<file path="src/rtl/threshold_cutter_pkg.sv">
// Shared constants, FSM state encoding and burst-plan payload for the threshold-cutter block reader.
package threshold_cutter_pkg;

    localparam int unsigned DATA_WIDTH      = 256;
    localparam int unsigned BLOCK_DEPTH     = 400;
    localparam int unsigned BURST_LEN       = 16;
    localparam int unsigned DATA_BYTE_SHIFT = 5;
    localparam int unsigned BLOCK_BIT_OFF   = 9;

    localparam int unsigned ADDR_W = 32;
    localparam int unsigned ID_W   = 4;
    localparam int unsigned LEN_W  = 8;
    localparam int unsigned BEAT_W = 9;
    localparam int unsigned REM_W  = $clog2(BLOCK_DEPTH + 2);

    localparam logic [2:0]  AXI_SIZE_32B   = 3'b101;
    localparam logic [1:0]  AXI_BURST_INCR = 2'b01;
    localparam logic [63:0] PRESET_SEQUENCE = 64'h0001020304050607;

    typedef enum logic [1:0] {
        ST_IDLE,
        ST_AR,
        ST_R,
        ST_FLUSH
    } rd_state_e;

    typedef struct packed {
        logic [LEN_W-1:0]  arlen;
        logic [BEAT_W-1:0] beats;
        logic [ADDR_W-1:0] next_addr;
        logic              last_burst;
    } burst_plan_t;

    // Marker table is eight bytes; the writer's marker for block n is bit 0 of byte n.
    function automatic logic marker_bit(input logic [2:0] blk);
        logic [63:0] seq;
        seq = PRESET_SEQUENCE;
        return seq[{blk, 3'b000}];
    endfunction

endpackage

</file>
<file path="src/rtl/axi_burst_planner.sv">
// Sizes the next AR burst from the words still owed and the current byte address.
module axi_burst_planner
    import threshold_cutter_pkg::*;
(
    input  logic [REM_W-1:0]  remaining,
    input  logic [ADDR_W-1:0] cur_addr,
    output burst_plan_t       plan
);

    logic [BEAT_W-1:0] beats;

    always_comb begin
        if (remaining > REM_W'(BURST_LEN)) begin
            beats = BEAT_W'(BURST_LEN);
        end else begin
            beats = BEAT_W'(remaining);
        end
        plan.arlen      = LEN_W'(beats - BEAT_W'(1));
        plan.beats      = beats;
        plan.next_addr  = cur_addr + (ADDR_W'(beats) << DATA_BYTE_SHIFT);
        plan.last_burst = (remaining <= REM_W'(BURST_LEN));
    end

endmodule

</file>
<file path="src/rtl/threshold_block_axi_reader.sv">
// AXI4 read master draining one threshold-cutter block into a valid/ready stream.
// Optional `MARKER_CHECK_EN verifies the writer's marker bit on the final word.
module threshold_block_axi_reader
    import threshold_cutter_pkg::*;
(
    input  logic                  clk,
    input  logic                  rst_n,
    input  logic                  read_start,
    input  logic [ADDR_W-1:0]     araddr_start,
    output logic [ID_W-1:0]       m_axi_arid,
    output logic [ADDR_W-1:0]     m_axi_araddr,
    output logic [LEN_W-1:0]      m_axi_arlen,
    output logic [2:0]            m_axi_arsize,
    output logic [1:0]            m_axi_arburst,
    output logic                  m_axi_arvalid,
    input  logic                  m_axi_arready,
    input  logic [ID_W-1:0]       m_axi_rid,
    input  logic [DATA_WIDTH-1:0] m_axi_rdata,
    input  logic [1:0]            m_axi_rresp,
    input  logic                  m_axi_rlast,
    input  logic                  m_axi_rvalid,
    output logic                  m_axi_rready,
    output logic [DATA_WIDTH-1:0] out_data,
    output logic                  out_valid,
    input  logic                  out_ready,
    output logic                  out_last,
    output logic                  busy,
    output logic                  done,
    output logic                  err,
    output logic                  drop
);

    rd_state_e         state, state_d;
    logic [REM_W-1:0]  remaining, rem_d;
    logic [ADDR_W-1:0] cur_addr, cur_d, nxt_addr, start_word, pend_addr;
    logic [BEAT_W-1:0] beat_cnt;
    logic              last_burst, pend_valid;
    logic              start, store_req, drop_d, done_d;
    logic              beat, final_beat, beat_err;
    burst_plan_t       plan;

    assign m_axi_arid    = '0;
    assign m_axi_arsize  = AXI_SIZE_32B;
    assign m_axi_arburst = AXI_BURST_INCR;

    // Single output register: accept a beat whenever it is empty or being drained.
    assign m_axi_rready = (state == ST_R) && (!out_valid || out_ready);
    assign beat         = m_axi_rvalid && m_axi_rready;
    assign final_beat   = (beat_cnt == BEAT_W'(1));

`ifdef MARKER_CHECK_EN
    logic [2:0] blk_sel;

    always_ff @(posedge clk) begin
        if (!rst_n) begin
            blk_sel <= '0;
        end else if (start) begin
            blk_sel <= start_word[BLOCK_BIT_OFF +: 3];
        end
    end
`endif

    always_comb begin
        beat_err = (m_axi_rlast != final_beat) || (m_axi_rresp != 2'b00) || (m_axi_rid != '0);
`ifdef MARKER_CHECK_EN
        if ((remaining == REM_W'(1)) && (m_axi_rdata[0] != marker_bit(blk_sel))) begin
            beat_err = 1'b1;
        end
`endif
    end

    always_ff @(posedge clk) begin
        if (!rst_n) begin
            state <= ST_IDLE;
        end else begin
            state <= state_d;
        end
    end

    always_comb begin
        state_d    = state;
        rem_d      = remaining;
        cur_d      = cur_addr;
        start      = 1'b0;
        start_word = araddr_start;
        done_d     = 1'b0;
        store_req  = 1'b0;
        drop_d     = 1'b0;
        case (state)
            ST_IDLE: begin
                if (pend_valid) begin
                    start      = 1'b1;
                    start_word = pend_addr;
                end else if (read_start) begin
                    start = 1'b1;
                end
            end
            ST_AR: begin
                if (m_axi_arvalid && m_axi_arready) begin
                    state_d = ST_R;
                end
            end
            ST_R: begin
                if (beat) begin
                    rem_d = remaining - REM_W'(1);
                    if (final_beat) begin
                        cur_d   = nxt_addr;
                        state_d = last_burst ? ST_FLUSH : ST_AR;
                    end
                end
            end
            ST_FLUSH: begin
                if (!out_valid || out_ready) begin
                    done_d  = 1'b1;
                    state_d = ST_IDLE;
                end
            end
            default: state_d = ST_IDLE;
        endcase
        if (start) begin
            state_d = ST_AR;
            rem_d   = REM_W'(BLOCK_DEPTH + 1);
            cur_d   = start_word << DATA_BYTE_SHIFT;
        end
        // A pending request being served this cycle frees the slot for a new one.
        if (read_start && !(start && !pend_valid)) begin
            if (!pend_valid || start) begin
                store_req = 1'b1;
            end else begin
                drop_d = 1'b1;
            end
        end
    end

    axi_burst_planner u_planner (
        .remaining (rem_d),
        .cur_addr  (cur_d),
        .plan      (plan)
    );

    always_ff @(posedge clk) begin
        if (!rst_n) begin
            remaining     <= '0;
            cur_addr      <= '0;
            nxt_addr      <= '0;
            beat_cnt      <= '0;
            last_burst    <= 1'b0;
            pend_valid    <= 1'b0;
            pend_addr     <= '0;
            m_axi_araddr  <= '0;
            m_axi_arlen   <= '0;
            m_axi_arvalid <= 1'b0;
            out_data      <= '0;
            out_valid     <= 1'b0;
            out_last      <= 1'b0;
            busy          <= 1'b0;
            done          <= 1'b0;
            err           <= 1'b0;
            drop          <= 1'b0;
        end else begin
            remaining <= rem_d;
            cur_addr  <= cur_d;
            done      <= done_d;
            drop      <= drop_d;

            if (store_req) begin
                pend_valid <= 1'b1;
                pend_addr  <= araddr_start;
            end else if (start && pend_valid) begin
                pend_valid <= 1'b0;
            end

            if (start) begin
                busy <= 1'b1;
                err  <= 1'b0;
            end else if (done_d) begin
                busy <= 1'b0;
            end

            if (beat) begin
                out_data  <= m_axi_rdata;
                out_valid <= 1'b1;
                out_last  <= (remaining == REM_W'(1));
                beat_cnt  <= beat_cnt - BEAT_W'(1);
                if (beat_err) begin
                    err <= 1'b1;
                end
            end else if (out_ready) begin
                out_valid <= 1'b0;
                out_last  <= 1'b0;
            end

            // Burst plan is latched on AR entry; must follow the beat update above.
            if ((state_d == ST_AR) && (state != ST_AR)) begin
                m_axi_arvalid <= 1'b1;
                m_axi_araddr  <= cur_d;
                m_axi_arlen   <= plan.arlen;
                beat_cnt      <= plan.beats;
                nxt_addr      <= plan.next_addr;
                last_burst    <= plan.last_burst;
            end else if (m_axi_arvalid && m_axi_arready) begin
                m_axi_arvalid <= 1'b0;
            end
        end
    end

endmodule

</file>
<file path="config.mk">
export PLATFORM = sky130hd
export DESIGN_NAME = threshold_block_axi_reader
export DESIGN_NICKNAME = d
export VERILOG_FILES = /design/src/rtl/threshold_cutter_pkg.sv /design/src/rtl/axi_burst_planner.sv /design/src/rtl/threshold_block_axi_reader.sv
export SDC_FILE = /design/constraint.sdc
export NUM_CORES = 1
export LEC_CHECK = 0
export ABC_CLOCK_PERIOD_IN_PS = 4580
export BUFFER_PORTS_ARGS = -buffer_cell sky130_fd_sc_hd__buf_4
export CAP_MARGIN = 20
export CORE_AREA = 2 2 241 243
export DETAILED_ROUTE_END_ITERATION = 8
export DIE_AREA = 0 0 243 245
export HOLD_SLACK_MARGIN = 0.12
export PLACE_DENSITY_LB_ADDON = 0.15
export SYNTH_ARGS = -nofsm -noshare
export SYNTH_HDL_FRONTEND = slang
export SYNTH_SLANG_ARGS = --single-unit
</file>
<file path="constraint.sdc">
create_clock -name clk -period 4.58 [get_ports clk]
set_input_delay 0.458 -clock clk [delete_from_list [all_inputs] [get_ports clk]]
set_output_delay 0.458 -clock clk [all_outputs]
set_load 0.02 [all_outputs]
</file>
---- Yosys cells after proc, flatten, opt, wreduce, memory -nomap -nowiden ----
Cells that the tools add are included.
word-level totals
  register bits after elaboration ......... 416
  input bits .............................. 301
  output and inout port bits .............. 313
  logic and storage cells ................. 94
cells by class
  add/sub/neg operators ................... 4
  magnitude comparators ................... 2
  eq/ne operators ......................... 8
  multiplexer cells ....................... 39
  reductions and logical operators ........ 23
operators by type and width
  cell                                                                   number
  32-bit 2-to-1 mux                                                      4
  27-bit 2-to-1 mux                                                      2
  9-bit 2-to-1 mux                                                       6
  32-bit by 14-bit adder with 32-bit output                              1
  1-bit 2-to-1 mux                                                       20
  9-bit by 1-bit == test with 1-bit output, second input constant        2
  9-bit by 1-bit subtractor with 9-bit output, second input constant     2
  2-bit 2-to-1 mux                                                       6
  2-bit nonzero test                                                     6
  9-bit by 5-bit > comparator with 1-bit output, second input constant   1
  9-bit by 5-bit <= comparator with 1-bit output, second input constant  1
  8-bit by 1-bit subtractor with 8-bit output, second input constant     1
  1-bit logical AND                                                      7
  2-bit case mux with 3 select lines                                     1
  2-bit by 1-bit == test with 1-bit output, second input constant        2
  2-bit == test, second input constant                                   2
  1-bit logical OR                                                       4
  4-bit nonzero test                                                     1
  1-bit logical NOT                                                      3
  2-bit logical NOT                                                      1
  2-bit by 1-bit != test with 1-bit output, second input constant        1
  2-bit AND reduction                                                    1
  1-bit != test                                                          1

---- Depth between registers and ports, before layout ----
  word-level depth ........................ 10
  mapped depth ............................ 21
  gate-level depth less buffers ........... 19

---- Modules after synthesis ----
From an unflattened synthesis, not the netlist that was laid out.
second synthesis, totals
  cell total of the unflattened synthesis .. 2151
  area, all modules ....................... 17093.9 µm²
by module, submodules not included
  module                      times used  cells an instance  area an instance (µm²)  sequential area each (µm²)
  threshold_block_axi_reader  1           2019               16069.2                 8328.0
  axi_burst_planner           1           132                1024.7                  0.0

---- Least setup slack after synthesis ----
OpenSTA, ideal clock, no wires.
  path kind ............................... flip-flop to flip-flop
  start ................................... register remaining[2]
  end ..................................... register nxt_addr[31]
  setup time .............................. 91 ps
  data arrival time ....................... 4516 ps
  data required time ...................... 4489 ps
  path slack .............................. -26 ps
  cell stages (with the launch flop) ...... 17
  buffers on the path ..................... 1
  clock period less this slack ............ 4606 ps
  path through ............................ dfxtp_1 or4_1 or3_1 o21a_1 nor3_1 and4b_1 buf_2 nand2_1 or3_1 fa_1 nand2b_1 a21oi_1 o31a_1 o41a_1 nand4_2 or4_1 a311oi_1
between the ends
  longest elaborated chain between the ends .. 7
ends and longest elaborated chain
  element                                        line                               source
  start, declared                                threshold_block_axi_reader.sv:34   logic [REM_W-1:0] remaining, rem_d;
  start signal, assigned                         threshold_block_axi_reader.sv:161  remaining <= rem_d;
  9-bit by 1-bit subtractor with 9-bit output    threshold_block_axi_reader.sv:105  rem_d = remaining - REM_W'(1);
  9-bit 2-to-1 mux                               threshold_block_axi_reader.sv:104  if (beat) begin
  9-bit 2-to-1 mux *                             threshold_block_axi_reader.sv:89   case (state)
  9-bit 2-to-1 mux *                             threshold_block_axi_reader.sv:120  if (start) begin
  9-bit by 5-bit > comparator with 1-bit output  axi_burst_planner.sv:13            if (remaining > REM_W'(BURST_LEN)) begin
  9-bit 2-to-1 mux *                             axi_burst_planner.sv:13
  32-bit by 14-bit adder with 32-bit output *    axi_burst_planner.sv:20            plan.next_addr = cur_addr + (ADDR_W'(beats) << DATA_BYTE_SHIFT);
  end signal, assigned                           threshold_block_axi_reader.sv:199  nxt_addr <= plan.next_addr;
  end, declared                                  threshold_block_axi_reader.sv:35   logic [ADDR_W-1:0] cur_addr, cur_d, nxt_addr, start_word, pend_addr;
Mark *: on every way between the ends. The rest lies on a longest branch, timed or not.
A chain may end at the register's enable or synchronous reset.

---- Worst setup path after layout ----
  start ................................... register remaining[3]
  end ..................................... register nxt_addr[31]
Same word-level chain as after synthesis.

==> results.md <==
* Crit path max-delay family: simple AND/OR/NAND/NOR gates
* GRT Total Usage at between 20% and 30%
* Final WS setup at -0.009984 ns
* Gr ovfl total at 0
* Clock power share at 38.4%
* Post-synth EDFFs at 0
* Critical path launch point type: flop
* TNS Setup at -0.009984 ns
* Area grow syn2layout at 60.81%
* Global-route wire length before repair at between 90 and 100 mm
* Clock Latency Late Sink at roughly 0.60 ns
* Die height at 245 um
* Dpl cell area at about 21000 um2
* Vias in the first global route at 16570
* Finished Layout Cells at ~3600
* Design Area, Final at around 25000 um2
* Fmax at approximately 0.22 GHz
* Total power at roughly 10 mW
* Register bit total from synthesis at approximately 400
* Internal at 7.020 mW
* Nets@finish at approximately 3100
* DR top layer: met4
* Placed Instances at approximately 3300
* Min-delay src: m_axi_rdata[206]
* Pin count of the biggest net entering global routing at around 170
* Num rows at just under 90
* End of the critical path: nxt_addr[31]$_SDFFE_PN0P_
* Switching part of the total power at about 30%
* Data arrival time of the worst path at between 5 and 6 ns
* Worst hold path class: in2reg
* Number of hold violations in the final report at 0
* R2r endpoint: nxt_addr[31]$_SDFFE_PN0P_
* Synth area leaders: dfxtp_1 (51%), nand2_1 (16%), a21oi_1 (11%)
* Slowest-stage cell, CP: or4_4
* CP startpoint: remaining[3]$_SDFF_PN0_
* Leakage power at roughly 10 nW
* Final worst path period need at about 4.6 ns
* Worst path depth at 15
* Pre-Repair DR Iteration Count at 5
* Starting Density at 27.74%
* Layout cells sized above 1 at between 20% and 30%
* DRC at 0
* Top Ports at roughly 600
* Num CTS Buffers at 49
* Post-synth top area share at between 50% and 60%
* WL met1 at ~25 mm
* Total vias in the final route at roughly 17000
* Die X at 243 um
* Crit Path Category: reg2reg
* Top cell type by total area after synthesis: dfxtp_1
* Clk sinks at ~410
* Longest Clk Path Bufs at 3
* CP Capture Type: flop
* Post-Syn Instances at 1998
* Core area at about 57000 um2
* H-Tree Depth at 2
* Crit path cell chain: or4_4, or3_4, o21a_1, nor3_2, and4b_2, nand2_4, or3_4, fa_2, nand2b_4, a21oi_4, o31a_1, o41a_1, nand4_2, or4_1, a311oi_1
* Via-to-Cell Ratio at 4.629
* Status: complete, but fails checks
* Worst slew pin tran at between 1 and 1.5 ns
* R2R Setup Slk at -0.01 ns
* Clk slew on worst S/H paths at ~0.060 ns
* Initial antenna violation count at 15
* WL met3 at 3.843 mm
* Top cell by count, worst path: or3_4
* P_sw at approximately 3.0 mW
* Ys async rst share at 0%
* Clk_skew at 0.02962 ns
* Primary FF master, synth: dfxtp_1
* Initial DRC Count at ~860
* Die area at 59540 um2
* WP data required at slightly above 5 ns
* IO buf count at about 600
* Root Driver: clkbuf_16
* Worst vdd ir at approximately 0.00027 V
* Failing checks: setup timing
* CP max stage delay at between 0.5 and 0.6 ns
* WHS at approximately 0.15 ns
* Fin. max-slew vios at 0
* FF-to-FF Start: remaining[3]$_SDFF_PN0_
* Seq/Total Area, Yosys at between 50 and 60%
* Pwr Density at between 300 and 400 nW/um2
* Final setup vio count at 1
* Max cap viols at 0
* Part of the power in registers at roughly two fifths
* CTS tree: yes
* Rel. slew slack at approximately 20%
* Crit share post-route at 100.2%
* Synth Area per Inst at around 7.9 um2
* Crit Path Max Fanout at 4
* CP bufs+invs at 0
* Combinational share of power at roughly 22%
* Worst reg2reg path depth at 15
* Final wirelength at between 60 and 70 mm
* DR WL/cell at between 15 and 20 um
* Unrepaired setup endpoints after global routing: yes
* Netlist Area Pre-Place at roughly 16000 um2
* Synthesis Warnings at 0
* Count of different cell masters after synthesis at between 70 and 80
* DP HPWL at about 47 mm
* Met2 WL at between 30 and 40 mm
* Final RePlAce weighted congestion at roughly 0.85
* Routed Antenna Nets at 0
worst min-delay path by stage:
stage                            endpoint  cells past startpoint
6_report       out_data[206]$_SDFFE_PN0N_                      3
5_1_grt          out_data[3]$_SDFFE_PN0N_                      3
4_1_cts          out_data[3]$_SDFFE_PN0N_                      3
3_5_place_dp   pend_addr[20]$_SDFFE_PN0P_                      2
3_3_place_gp    nxt_addr[17]$_SDFFE_PN0P_                      2
2_1_floorplan   nxt_addr[17]$_SDFFE_PN0P_                      2
flip-flops by register name (all words and copies together), names as in the netlist:
signal / count
out_data: 256
m_axi_araddr: 32
cur_addr: 27
nxt_addr: 27
pend_addr: 27
beat_cnt: 9
remaining: 9
m_axi_arlen: 8
state: 2
busy: 1
done: 1
drop: 1
err: 1
last_burst: 1
m_axi_arvalid: 1
out_last: 1
out_valid: 1
pend_valid: 1
worst register-to-register path: cells and delay by family, from the launching register on:
kind / cells / cell delay (ns)
flip-flops: 1 / 0.31
AND/OR/NAND/NOR: 9 / 2.81
adder cells (fa/ha/maj): 1 / 0.37
AO/OA/AOI/OAI: 5 / 1.04
logic make-up after synthesis:
group	after synthesis	share of synthesized area [%]
AOI/OAI and AO/OA	478	16.76
xor gates and xnor gates	27	1.495
adders and majority gates	15	1.234
buffers and inverters	177	4.847
DFF	406	51.37
muxes	10	0.6326
other	2	0.04746
and+or+nand+nor	883	23.61
synthesized netlist by cell type (3+ instances only):
cell type and instances:
a211oi_1 13, a21oi_1 347, a311oi_1 3, a31oi_1 10, a32oi_2 3, and2_1 21, and3_1 10, and4_1 3
buf_1 13, buf_2 7, buf_4 15, buf_6 5, clkbuf_1 123, dfxtp_1 406, ha_1 14, inv_1 13
mux2i_1 10, nand2_1 677, nand2b_1 11, nand3_1 19, nand4_1 9, nor2_1 73, nor2b_1 3, nor3_1 11
nor3b_1 5, nor4_1 3, o211ai_1 4, o21a_1 4, o21ai_0 52, o21ai_1 3, o221ai_1 11, o22ai_1 4
o31ai_1 3, or3_1 9, or4_1 9, xnor2_1 17, xor2_1 10
layout by cell type (no fill, tap or decap), types with 11 or more instances in the layout:
cell           instances
a211oi_1              13
a21oi_1              346
and2_1                21
buf_4                658
clkbuf_1              13
clkbuf_16             49
clkbuf_8              11
conb_1                13
dfxtp_1              406
dlygate4sd3_1        259
ha_1                  12
inv_1                 13
nand2_1              676
nand3_1               18
nor2_1                71
o21ai_0               49
o221ai_1              11
xnor2_1               17
metrics by stage:
| step | worst slack, ns | util, % |
|---|---|---|
| CTS | 0.02994 | 44.42 |
| finish | -0.009984 | 44.61 |
| global placement | -0.04329 | 37.05 |
| detailed placement | -0.1582 | 37.05 |
| global route | -0.1754 | 44.60 |
| floorplan | 0.001835 | - |
power groups by stage:
stage	clock, mW	combinational [mW]	sequential (mW)
5_1_grt	4.10	2.41	3.99
2_1_floorplan	0	0.981	4.17
3_3_place_gp	0	1.97	4.02
6_report	3.86	2.22	3.96
4_1_cts	3.96	2.20	3.96
3_5_place_dp	0	1.98	4.03
final cells by class:
| cell class | count | area (um2) |
|---|---|---|
| inverters | 14 | 60.06 |
| clock inverters | 16 | 158.9 |
| fillers | 5730 | 31590 |
| well taps | 765 | 957.2 |
| multi-input cells | 1426 | 7104 |
| clock buffers | 73 | 1426 |
| flip-flops and latches | 406 | 8128 |
| repair buffers | 920 | 7592 |
| diodes | 7 | 17.52 |
repair_timing:
| action | CTS | global route |
|---|---|---|
| hold endpoints to repair | 259 | 0 |
| endpoints found under the setup margin | 10 | 15 |
| buffers inserted | 0 | 4 |
| hold buffers | 259 | 0 |
| gates resized for setup | 7 | 15 |
| pin swaps | 3 | 10 |
routing by layer:
layer	vias to the layer above	track usage [%]
met1	7887	23.26
met5	-	0
met4	0	9.581
met3	135	4.822
li1	8260	-
met2	506	38.57
Note: power is estimated with default switching activity, not from simulation.
